[src/rtl/calib_fsm.sv]
// calib_fsm: two-axis light-peak calibration sequencer driving the H/V sweep counters,
// recording the sweep step with the strictly highest LIGHT sample on each axis.
module calib_fsm #(
  parameter int LW  = 10,
  parameter int PW  = 9,
  parameter int TMO = 1024
) (
  input  logic          CLK,
  input  logic          RST_N,
  input  logic          START,
  input  logic          CNT_L,
  input  logic          CNT_U,
  input  logic [LW-1:0] LIGHT,
  output logic          HS,
  output logic          VS,
  output logic          BUSY,
  output logic          DONE,
  output logic          VALID,
  output logic          ERR,
  output logic [PW-1:0] BEST_H,
  output logic [PW-1:0] BEST_V,
  output logic [LW-1:0] MAX_LIGHT
);
  localparam int TW = $clog2(TMO);
  localparam logic [TW-1:0] TLAST = TW'(TMO - 1);
  typedef enum logic [2:0] {IDLE, H_ARM, H_SWEEP, H_CLR, V_ARM, V_SWEEP, V_CLR, FIN} state_t;
  state_t        st;
  logic [LW-1:0] mx;
  logic [PW-1:0] pos;
  logic [TW-1:0] tmr;
  logic          hor, arm, cnt, leave;
  always_comb begin
    hor   = st == H_ARM || st == H_SWEEP;
    arm   = st == H_ARM || st == V_ARM;
    cnt   = hor ? CNT_L : CNT_U;
    leave = arm ? cnt : !cnt;
  end
  always_ff @(posedge CLK or negedge RST_N) begin
    if (!RST_N) begin
      st        <= IDLE;
      HS        <= 1'b0;
      VS        <= 1'b0;
      BUSY      <= 1'b0;
      DONE      <= 1'b0;
      VALID     <= 1'b0;
      ERR       <= 1'b0;
      BEST_H    <= '0;
      BEST_V    <= '0;
      MAX_LIGHT <= '0;
      mx        <= '0;
      pos       <= '0;
      tmr       <= '0;
    end else begin
      DONE <= 1'b0;
      case (st)
        IDLE: if (START) begin
          st     <= H_ARM;
          HS     <= 1'b1;
          BUSY   <= 1'b1;
          ERR    <= 1'b0;
          VALID  <= 1'b0;
          BEST_H <= '0;
          BEST_V <= '0;
          mx     <= '0;
          pos    <= '0;
          tmr    <= '0;
        end
        H_ARM, H_SWEEP, V_ARM, V_SWEEP: begin
          // the first busy cycle, seen while still armed, is step 0
          if (cnt) begin
            if (LIGHT > mx) begin
              mx <= LIGHT;
              if (hor) BEST_H <= pos;
              else BEST_V <= pos;
            end
            pos <= &pos ? pos : pos + 1'b1;
          end
          if (leave) begin
            st <= arm ? (hor ? H_SWEEP : V_SWEEP) : (hor ? H_CLR : V_CLR);
            if (!arm) begin
              HS <= 1'b0;
              VS <= 1'b0;
            end
          end else if (tmr == TLAST) begin
            st   <= IDLE;
            HS   <= 1'b0;
            VS   <= 1'b0;
            BUSY <= 1'b0;
            ERR  <= 1'b1;
          end else tmr <= tmr + 1'b1;
        end
        H_CLR: begin
          st        <= V_ARM;
          VS        <= 1'b1;
          MAX_LIGHT <= mx;
          mx        <= '0;
          pos       <= '0;
          tmr       <= '0;
        end
        V_CLR: begin
          st        <= FIN;
          DONE      <= 1'b1;
          VALID     <= 1'b1;
          MAX_LIGHT <= mx;
          mx        <= '0;
          pos       <= '0;
          tmr       <= '0;
        end
        FIN: begin
          st   <= IDLE;
          BUSY <= 1'b0;
        end
        default: st <= IDLE;
      endcase
    end
  end
endmodule

[config.mk]
export PLATFORM = sky130hd
export DESIGN_NAME = calib_fsm
export DESIGN_NICKNAME = d
export VERILOG_FILES = /design/src/rtl/calib_fsm.sv
export SDC_FILE = /design/constraint.sdc
export NUM_CORES = 1
export LEC_CHECK = 0
export BUFFER_PORTS_ARGS = -buffer_cell sky130_fd_sc_hd__buf_2
export CORE_ASPECT_RATIO = 2
export CORE_MARGIN = 2
export CORE_UTILIZATION = 60
export DETAILED_ROUTE_END_ITERATION = 10
export PLACE_DENSITY = 0.88
export SLEW_MARGIN = 15
export SYNTH_ARGS = -nofsm -noshare
export SYNTH_HDL_FRONTEND = slang
export SYNTH_SLANG_ARGS = --single-unit
[constraint.sdc]
create_clock -name CLK -period 4.4 [get_ports CLK]
set_clock_uncertainty 0.2 [all_clocks]
set_input_delay 0.22 -clock CLK [delete_from_list [all_inputs] [get_ports CLK]]
set_output_delay 0.22 -clock CLK [all_outputs]
set_load 0.01 [all_outputs]
==> impl_metrics.yaml, run 1 <==
sta:
  fin_setup_tns_ps: 0
  finalCritPeriodShare_pct: 73.3
  timing.hold.ws_ps: 18.9
  max_slew_margin_pct: 33.3
  setup_ws_ps: 1180
  setup_viol: 0
  grt_setup_unrepaired: "false"
  tightestPinTransition_ps: 992
  fmax_mhz: 310
  period_minus_slack_ps: 3220
  maxSlewViolCount: 0
  final-hold-violation-count: 0
critical_path:
  worstPathRequired_ps: 4440
  crit_slowest_cell: "dfrtp_1"
  cp_max_fo: 24
  timing.rr.end: "tmr[0]"
  reg2reg_from: "st[1]"
  crit_chain: "nand2_1 > a21o_1 > mux2i_1 > ha_1 > inv_1 > a41oi_1 > o21ai_0 > mux2_2"
  r2r_slack_ps: 1180
  cp_top_family: "compound AO/OA/AOI/OAI gates"
  end_kind: "register"
  worst-r2r-cell-count: 8
  worstSetupStartpointType: "register"
  slowest_delay_ps: 800
  crit_arrival_ps: 3260
  critical_path_class: "reg2reg"
  crit_buf_inv: 1
power:
  switchingPower_uw: 1140
  p_sw_share_pct: 43.4
  finalPower_uw: 2630
  p_leak_uw: 0.00189
  power_density_mw_per_mm2: 662
  seqPwrFrac_pct: 34.8
  combPwrFrac_pct: 45.3
  intPower_uw: 1490
  ir_worst_vdd_mv: 0.624
  p_clk_share_pct: 20.0
global_routing:
  grt_pass1_wl_mm: 13.9
  overflow: 0
  antenna_found_initial: 0
  gr-usage-all-layers_pct: 28.3
  grt_max_degree: 48
  grt_pass1_vias: 2978
synthesis:
  syn-num-nets: 376
  avgSynthCellArea_sq_um: 9.84
  syn-cell-area_sq_mm: 0.00340
  netlist-cell-type-count: 55
  syn_inst: 346
  synth_edf_count: 0
  synth-seq-area-share_pct: 48.5
  synth-seq-cells: 66
  synth_warnings: 0
  synthFlopType: "dfrtp_1"
  async_flop_share_pct: 100
detailed_routing:
  dr.pass1.iters: 5
  via_per_inst: 6.33
  via_count: 2954
  wirelength_mm: 8.36
  drtIter0Drc: 183
  drtAntennaViolNets: 0
  drc_errors: 0
  post_drt_wl_per_cell_um: 17.9
placement:
  dp_slack_ps: 1270
  place_area_sq_mm: 0.00365
  portBuffers: 48
  hpwl_mm: 5.89
  place.gp.congestion: 0.971
hold_path:
  hold-path-endpoint: "HS"
  hp-start: "START"
  holdPathStages: 3
  holdCritPathClass: "in2reg"
floorplan:
  fp.dieH_um: 111
  start_util_pct: 62.2
  core_area_sq_mm: 0.00547
  dieWidth_um: 57.3
  die_area_sq_mm: 0.00633
  placementRows: 38
  ioPinCount: 49
cts:
  clkTransAtPathRegs_ps: 70
  cts.sinks: 66
  htreeDepth: 3
  cts_setup_buffers: 0
  worstSkewPairLatency_ps: 350
  cts_tree: "done"
  cts_buffer_depth: 2
  cts_buffers: 9
  cts_root_buf: "clkbuf_8"
layout:
  fillers: 385
  regArea_sq_mm: 0.00165
  drive_gt1_share_pct: 18.9
  post-route-cell-area_sq_mm: 0.00396
  multi_input_area_sq_mm: 0.00158
  n_antenna_cell: 0
  final_common_cell: "dfrtp_1"
  fin_nets: 433
  areaGrowthSynthToFinish_pct: 16.5
  layout.cells.most_common_list: "66 x dfrtp_1, 48 x nand2_1, 48 x buf_2, 26 x o21ai_0, 25 x inv_1"
job:
  maxCapViolCount: 0
status:
  status: "finished, final reports clean"
==> power groups by stage <==
stage | logic [uW] | registers, uW | clock network, uW
global placement | 1100 | 907 | 0
CTS | 1170 | 908 | 531
finish | 1190 | 913 | 525
global route | 1320 | 932 | 555
floorplan | 871 | 890 | 0
detailed placement | 1150 | 919 | 0
==> worst max path at each step <==
| stage | start | endpoint | slack [ps] | depth (start not counted) |
|---|---|---|---|---|
| finish | st[1] | tmr[0] | 1180 | 8 |
| global route | st[1] | tmr[0] | 1010 | 8 |
| CTS | st[1] | tmr[0] | 1260 | 8 |
| floorplan | st[1] | tmr[0] | 1910 | 8 |
| detailed placement | st[1] | tmr[0] | 1270 | 8 |
| global placement | st[1] | tmr[0] | 1390 | 8 |
==> cell type report <==
type | instances | area share, %
Clock inverter | 2 | 0.884
Timing Repair Buffer | 60 | 9.03
Tap cell | 60 | 1.89
Multi-Input combinational cell | 241 | 39.9
Clock buffer | 13 | 4.26
Inverter | 25 | 2.37
Sequential cell | 66 | 41.7
==> metal layers <==
metal,part of all wire [%],vias to the layer above,GRT usage [%]
met4,4.0,0,16.4
met2,54,110,47.4
li1,-,1364,-
met3,4.7,28,5.50
met5,0,-,0
met1,37,1452,32.7
==> tightest hold or removal path, cell delays in order <==
cell	delay, ps
buf_2	160
o21ai_0	100
nand2_1	60
==> sequential cells by signal, indices dropped and copies added (netlist names) <==
| name | flops |
|---|---|
| VS | 1 |
| VALID | 1 |
| pos | 9 |
| DONE | 1 |
| BUSY | 1 |
| st | 3 |
| mx | 10 |
| tmr | 10 |
| BEST_V | 9 |
| ERR | 1 |
| HS | 1 |
| MAX_LIGHT | 10 |
| BEST_H | 9 |
==> Yosys cell counts, types with 5 or more instances <==
cell type | n | share of area, %
dfrtp_1 | 66 | 49
nand2_1 | 48 | 5.3
o21ai_0 | 26 | 3.8
inv_1 | 25 | 2.8
nor2_1 | 17 | 1.9
a21oi_1 | 16 | 2.4
o22ai_1 | 16 | 2.9
ha_1 | 15 | 5.5
a32o_1 | 10 | 2.9
clkbuf_1 | 7 | 0.77
nand2b_1 | 7 | 1.3
nand3_1 | 7 | 1.0
or4_1 | 6 | 1.3
and3_1 | 5 | 0.92
==> kinds of logic (layout without fill, tap and decap cells) <==
| family | after synthesis | after routing | share of synthesized area, % |
|---|---|---|---|
| multiplexers | 4 | 4 | 1.25 |
| AO/OA/AOI/OAI | 100 | 100 | 21.0 |
| AND/OR/NAND/NOR | 114 | 114 | 16.6 |
| flip-flops | 66 | 66 | 48.5 |
| buffers and inverters | 39 | 100 | 5.00 |
| XOR/XNOR | 8 | 8 | 2.06 |
| adder cells (fa/ha/maj) | 15 | 15 | 5.51 |
==> stage by stage <==
stage               util, %  cells
finish                 72.5    467
detailed placement     66.8    441
global placement       66.8    441
floorplan                 -    346
global route           72.5    467
CTS                    72.5    467
==> repair_timing <==
action | CTS | global route
endpoints found under the hold margin | 29 | 0
gates resized for setup | 0 | 0
hold buffers | 11 | 0
Note: power is estimated with default switching activity, not from simulation.
==> run 2, diff against run 1 <==
--- a/config.mk
+++ b/config.mk
@@ -8,9 +8,9 @@
 export BUFFER_PORTS_ARGS = -buffer_cell sky130_fd_sc_hd__buf_2
 export CORE_ASPECT_RATIO = 2
 export CORE_MARGIN = 2
-export CORE_UTILIZATION = 60
+export CORE_UTILIZATION = 57
 export DETAILED_ROUTE_END_ITERATION = 10
-export PLACE_DENSITY = 0.88
+export PLACE_DENSITY = 0.85
 export SLEW_MARGIN = 15
 export SYNTH_ARGS = -nofsm -noshare
 export SYNTH_HDL_FRONTEND = slang
==> constraint.sdc (replaced) <==
create_clock -name CLK -period 3.3 [get_ports CLK]
set_clock_uncertainty 0.2 [all_clocks]
set_input_delay 0.165 -clock CLK [delete_from_list [all_inputs] [get_ports CLK]]
set_output_delay 0.165 -clock CLK [all_outputs]
set_load 0.01 [all_outputs]
==> run 2 against run 1 <==
Against the previous run: the flow now finishes with violations (design-rule violations); die area increased by 5.0%; fmax increased by 10%; cell area increased by 3.1%; critical path type unchanged; total power increased by 42%; sequential cell count unchanged; largest cell class unchanged; clock power increased by 74%.
==> impl_metrics.yaml, run 2 (synthesis results as in run 1) <==
status:
  status: "finished with violations"
  failed_checks: "design-rule violations"
cts:
  cts_setup_buffers: 0
  cts_root_buf: "clkbuf_16"
  cts.sinks: 66
  clkTransAtPathRegs_ps: 50
  cts_buffer_depth: 2
  cts_buffers: 9
  htreeDepth: 3
  worstSkewPairLatency_ps: 330
  cts_tree: "done"
detailed_routing:
  dr.pass1.iters: 8
  via_per_inst: 6.13
  wirelength_mm: 8.07
  drc_errors: 6
  drtIter0Drc: 166
  drtAntennaViolNets: 0
  via_count: 2901
  post_drt_wl_per_cell_um: 17.1
layout:
  multi_input_area_sq_mm: 0.00158
  areaGrowthSynthToFinish_pct: 20.1
  layout.cells.most_common_list: "66 x dfrtp_1, 48 x nand2_1, 48 x buf_2, 26 x o21ai_0, 25 x inv_1"
  drive_gt1_share_pct: 19.4
  final_common_cell: "dfrtp_1"
  regArea_sq_mm: 0.00165
  fillers: 421
  n_antenna_cell: 0
  post-route-cell-area_sq_mm: 0.00409
  fin_nets: 438
  reg_top3: "MAX_LIGHT: 10 flops, mx: 10 flops, tmr: 10 flops"
sta:
  finalCritPeriodShare_pct: 88.7
  tightestPinTransition_ps: 704
  grt_setup_unrepaired: "false"
  period_minus_slack_ps: 2930
  setup_viol: 0
  timing.hold.ws_ps: 181
  fmax_mhz: 342
  max_slew_margin_pct: 52.4
  final-hold-violation-count: 0
  maxSlewViolCount: 0
  fin_setup_tns_ps: 0
placement:
  place.gp.congestion: 1.00
  place_area_sq_mm: 0.00368
  portBuffers: 48
  hpwl_mm: 5.64
floorplan:
  fp.dieH_um: 113
  core_area_sq_mm: 0.00576
  die_area_sq_mm: 0.00664
  dieWidth_um: 58.6
  start_util_pct: 59.1
  placementRows: 39
  ioPinCount: 49
power:
  p_leak_uw: 0.00195
  power_density_mw_per_mm2: 910
  ir_worst_vdd_mv: 0.488
critical_path:
  crit_path_frequent_cell: "inv_1"
  worstSetupStartpointType: "register"
  end_kind: "register"
  slowest_delay_ps: 560
  crit_chain: "inv_1 > nand2_1 > a21o_1 > mux2i_1 > ha_1 > inv_1 > a41oi_1 > o21ai_0 > mux2_2"
  reg2reg_from: "st[0]"
  critical_path_class: "reg2reg"
  r2r_slack_ps: 370
  cp_max_fo: 13
  crit_arrival_ps: 2940
  timing.rr.end: "tmr[0]"
  worst-r2r-cell-count: 9
  crit_slowest_cell: "a41oi_1"
  worstPathRequired_ps: 3310
hold_path:
  holdPathStages: 4
  holdCritPathClass: "in2reg"
  hp-start: "CNT_U"
  hold-path-endpoint: "BEST_V[4]"
global_routing:
  grt_pass1_wl_mm: 13.6
  gr-usage-all-layers_pct: 27.2
  grt_pass1_vias: 2960
  grt_max_degree: 39
  overflow: 0
  antenna_found_initial: 0
job:
  maxCapViolCount: 0
[run 2: cell types whose count changed in the layout (fill, tap and decap cells not counted), sizes merged]
cell         before  now
clkbuf           13   12
clkinv            1    2
buf              49   53
dlygate4sd3      11   12
[run 2: timing repair]
item / in CTS / in global routing
resized for setup: 0 / 0
hold buffers: 12 / 0
endpoints found under the hold margin: 39 / 0
[run 2: worst max path at each step]
stage / end / depth (start not counted) / start
after global placement: tmr[0] / 9 / st[0]
after floorplan: tmr[0] / 8 / st[1]
final: tmr[0] / 9 / st[0]
after global routing: tmr[0] / 9 / st[0]
after CTS: tmr[0] / 9 / st[0]
after detailed placement: tmr[0] / 9 / st[0]
[run 2: cell type report]
| class | count | share of cell area, % |
|---|---|---|
| clock buffer | 12 | 6.03 |
| clock inverter | 3 | 0.979 |
| inverter | 25 | 2.30 |
| multi-input combinational | 241 | 38.7 |
| sequential | 66 | 40.4 |
| tap | 61 | 1.87 |
| timing repair buffer | 65 | 9.73 |
[run 2: per-layer routing]
metal,vias up,track usage (%),routed length (um)
met5,-,0,0
met4,0,16.1,285
met3,23,6.63,318
met2,98,44.4,4350
met1,1397,31.6,3120
li1,1383,-,-
[run 2: through the flow]
step	util (%)	worst slack, ps	cells	power, uW
floorplan	-	808	346	2350
CTS	71.0	392	473	3730
global placement	63.9	460	446	2740
global route	71.0	80.1	473	4010
detailed placement	63.9	403	446	2780
finish	71.0	372	473	3720
[run 2: worst max-delay path: cells and delay by family (launching register included)]
kind / cells / cell delay, ps
AOI/OAI and AO/OA: 3 / 990
adders and majority gates: 1 / 350
and+or+nand+nor: 1 / 90
buffers and inverters: 2 / 260
muxes: 2 / 430
DFF: 1 / 500
[run 2: where the power goes]
group / switching [uW] / total [uW] / leakage [uW] / internal (uW)
Combinational: 1030 / 1630 / 0.000909 / 595
Sequential: 158 / 1180 / 0.000896 / 1020
Clock: 318 / 916 / 0.000142 / 598
==> run 3, diff against run 2 <==
--- a/config.mk
+++ b/config.mk
@@ -9,8 +9,10 @@
 export CORE_ASPECT_RATIO = 2
 export CORE_MARGIN = 2
 export CORE_UTILIZATION = 57
+export CTS_CLUSTER_DIAMETER = 60
 export DETAILED_ROUTE_END_ITERATION = 10
 export PLACE_DENSITY = 0.85
+export RECOVER_POWER = 50
 export SLEW_MARGIN = 15
 export SYNTH_ARGS = -nofsm -noshare
 export SYNTH_HDL_FRONTEND = slang
==> run 3 against run 2 <==
Against the previous run: the run ends with design-rule violations, max-capacitance violations, max-slew violations left; worst setup slack got worse by 0.67 ps; largest cell class unchanged; combinational power about the same; register-to-register slack about the same; die area unchanged; clock power increased by 0.5%; final cell count unchanged.
==> impl_metrics.yaml, run 3 (synthesis results as in run 1) <==
critical_path:
  worstPathRequired_ps: 3310
  end_kind: "register"
  worstSetupStartpointType: "register"
  critical_path_class: "reg2reg"
  crit_arrival_ps: 2940
  cp_max_fo: 13
  worst-r2r-cell-count: 9
detailed_routing:
  via_per_inst: 6.15
  drtIter0Drc: 159
  wirelength_mm: 8.09
  dr.pass1.iters: 8
  post_drt_wl_per_cell_um: 17.1
  via_count: 2910
  drc_errors: 6
  drtAntennaViolNets: 0
cts:
  cts_buffers: 9
  clkTransAtPathRegs_ps: 50
  cts_buffer_depth: 2
  htreeDepth: 3
  cts.sinks: 66
  worstSkewPairLatency_ps: 330
  cts_root_buf: "clkbuf_16"
  cts_tree: "done"
sta:
  period_minus_slack_ps: 2930
  grt_setup_unrepaired: "false"
  finalCritPeriodShare_pct: 88.8
  max_slew_margin_pct: -1.31
  fin_setup_tns_ps: 0
  fmax_mhz: 341
  setup_ws_ps: 371
  final-hold-violation-count: 0
  timing.hold.ws_ps: 182
  tightestPinTransition_ps: 1520
  setup_viol: 0
  maxSlewViolCount: 30
floorplan:
  fp.dieH_um: 113
  start_util_pct: 59.1
  core_area_sq_mm: 0.00576
  ioPinCount: 49
  die_area_sq_mm: 0.00664
  placementRows: 39
  dieWidth_um: 58.6
status:
  failed_checks: "design-rule violations, max-capacitance violations, max-slew violations"
  status: "finished with violations"
placement:
  hpwl_mm: 5.64
  dp_slack_ps: 403
  numPlacedInstances: 446
  place.gp.congestion: 1.00
  portBuffers: 48
hold_path:
  holdPathStages: 4
  holdCritPathClass: "in2reg"
power:
  power_density_mw_per_mm2: 915
  p_leak_uw: 0.00180
  finalPower_uw: 3700
  ir_worst_vdd_mv: 0.481
job:
  maxCapViolCount: 1
global_routing:
  grt_pass1_wl_mm: 13.6
  grt_max_degree: 39
  overflow: 0
  gr-usage-all-layers_pct: 27.2
  antenna_found_initial: 0
  grt_pass1_vias: 2960
layout:
  n_antenna_cell: 0
  final_common_cell: "dfrtp_1"
  reg_top3: "MAX_LIGHT: 10 flops, mx: 10 flops, tmr: 10 flops"
  areaGrowthSynthToFinish_pct: 18.6
  layout.cells.most_common_list: "66 x dfrtp_1, 48 x nand2_1, 38 x clkbuf_1, 26 x o21ai_0, 25 x inv_1"
  finalNonFillerCells: 473
  fin_nets: 438
  drive_gt1_share_pct: 10.7
-- run 3: routing by layer --
layer	GRT usage (%)	up-vias	wire length (um)
met5	0	-	0
met4	16.1	0	307
met3	6.63	24	397
met2	44.4	110	4310
met1	31.6	1390	3080
li1	-	1386	-
-- run 3: what timing repair did --
| action | in CTS | in global routing |
|---|---|---|
| buffers inserted | 0 | 0 |
| endpoints found under the hold margin | 39 | 0 |
| resized for setup | 0 | 0 |
| hold buffers | 12 | 0 |
-- run 3: worst paths after layout --
kind / to / slack [ps] / startpoint
setup / recovery: tmr[0] / 370 / st[0]
hold / removal: BEST_V[4] / 180 / CNT_U
setup reg to reg: tmr[0] / 370 / st[0]
hold reg to reg: MAX_LIGHT[6] / 270 / MAX_LIGHT[6]
max in group asynchronous: BEST_H[4] / 740 / RST_N
min in group asynchronous: mx[8] / 550 / RST_N
-- run 3: cell type report --
class	instances	area, sq um
well taps	61	76.3
flip-flops and latches	66	1650
multi-input cells	241	1580
inverters	25	93.8
repair buffers	65	348
clock buffers	12	246
fillers	446	1720
clock inverters	3	40.0
-- run 3: per-stage QoR --
| stage | util [%] | area, sq um |
|---|---|---|
| floorplan | - | 3400 |
| global placement | 63.9 | 3680 |
| detailed placement | 63.9 | 3680 |
| CTS | 71.0 | 4090 |
| global route | 70.1 | 4040 |
| finish | 70.1 | 4040 |
-- run 3: where the power goes --
group          total [uW]  internal (uW)  leakage, uW  switching (uW)
clock network         921            598     0.000142             323
logic                1600            563     0.000760            1030
registers            1180           1020     0.000896             160
-- run 3: worst max-delay path, cell delays in order (launching register included) --
cell and delay [ps]:
dfrtp_1 500, inv_1 180, nand2_1 80, a21o_1 220
mux2i_1 130, ha_1 350, inv_1 70, a41oi_1 560
o21ai_0 210, mux2_2 300
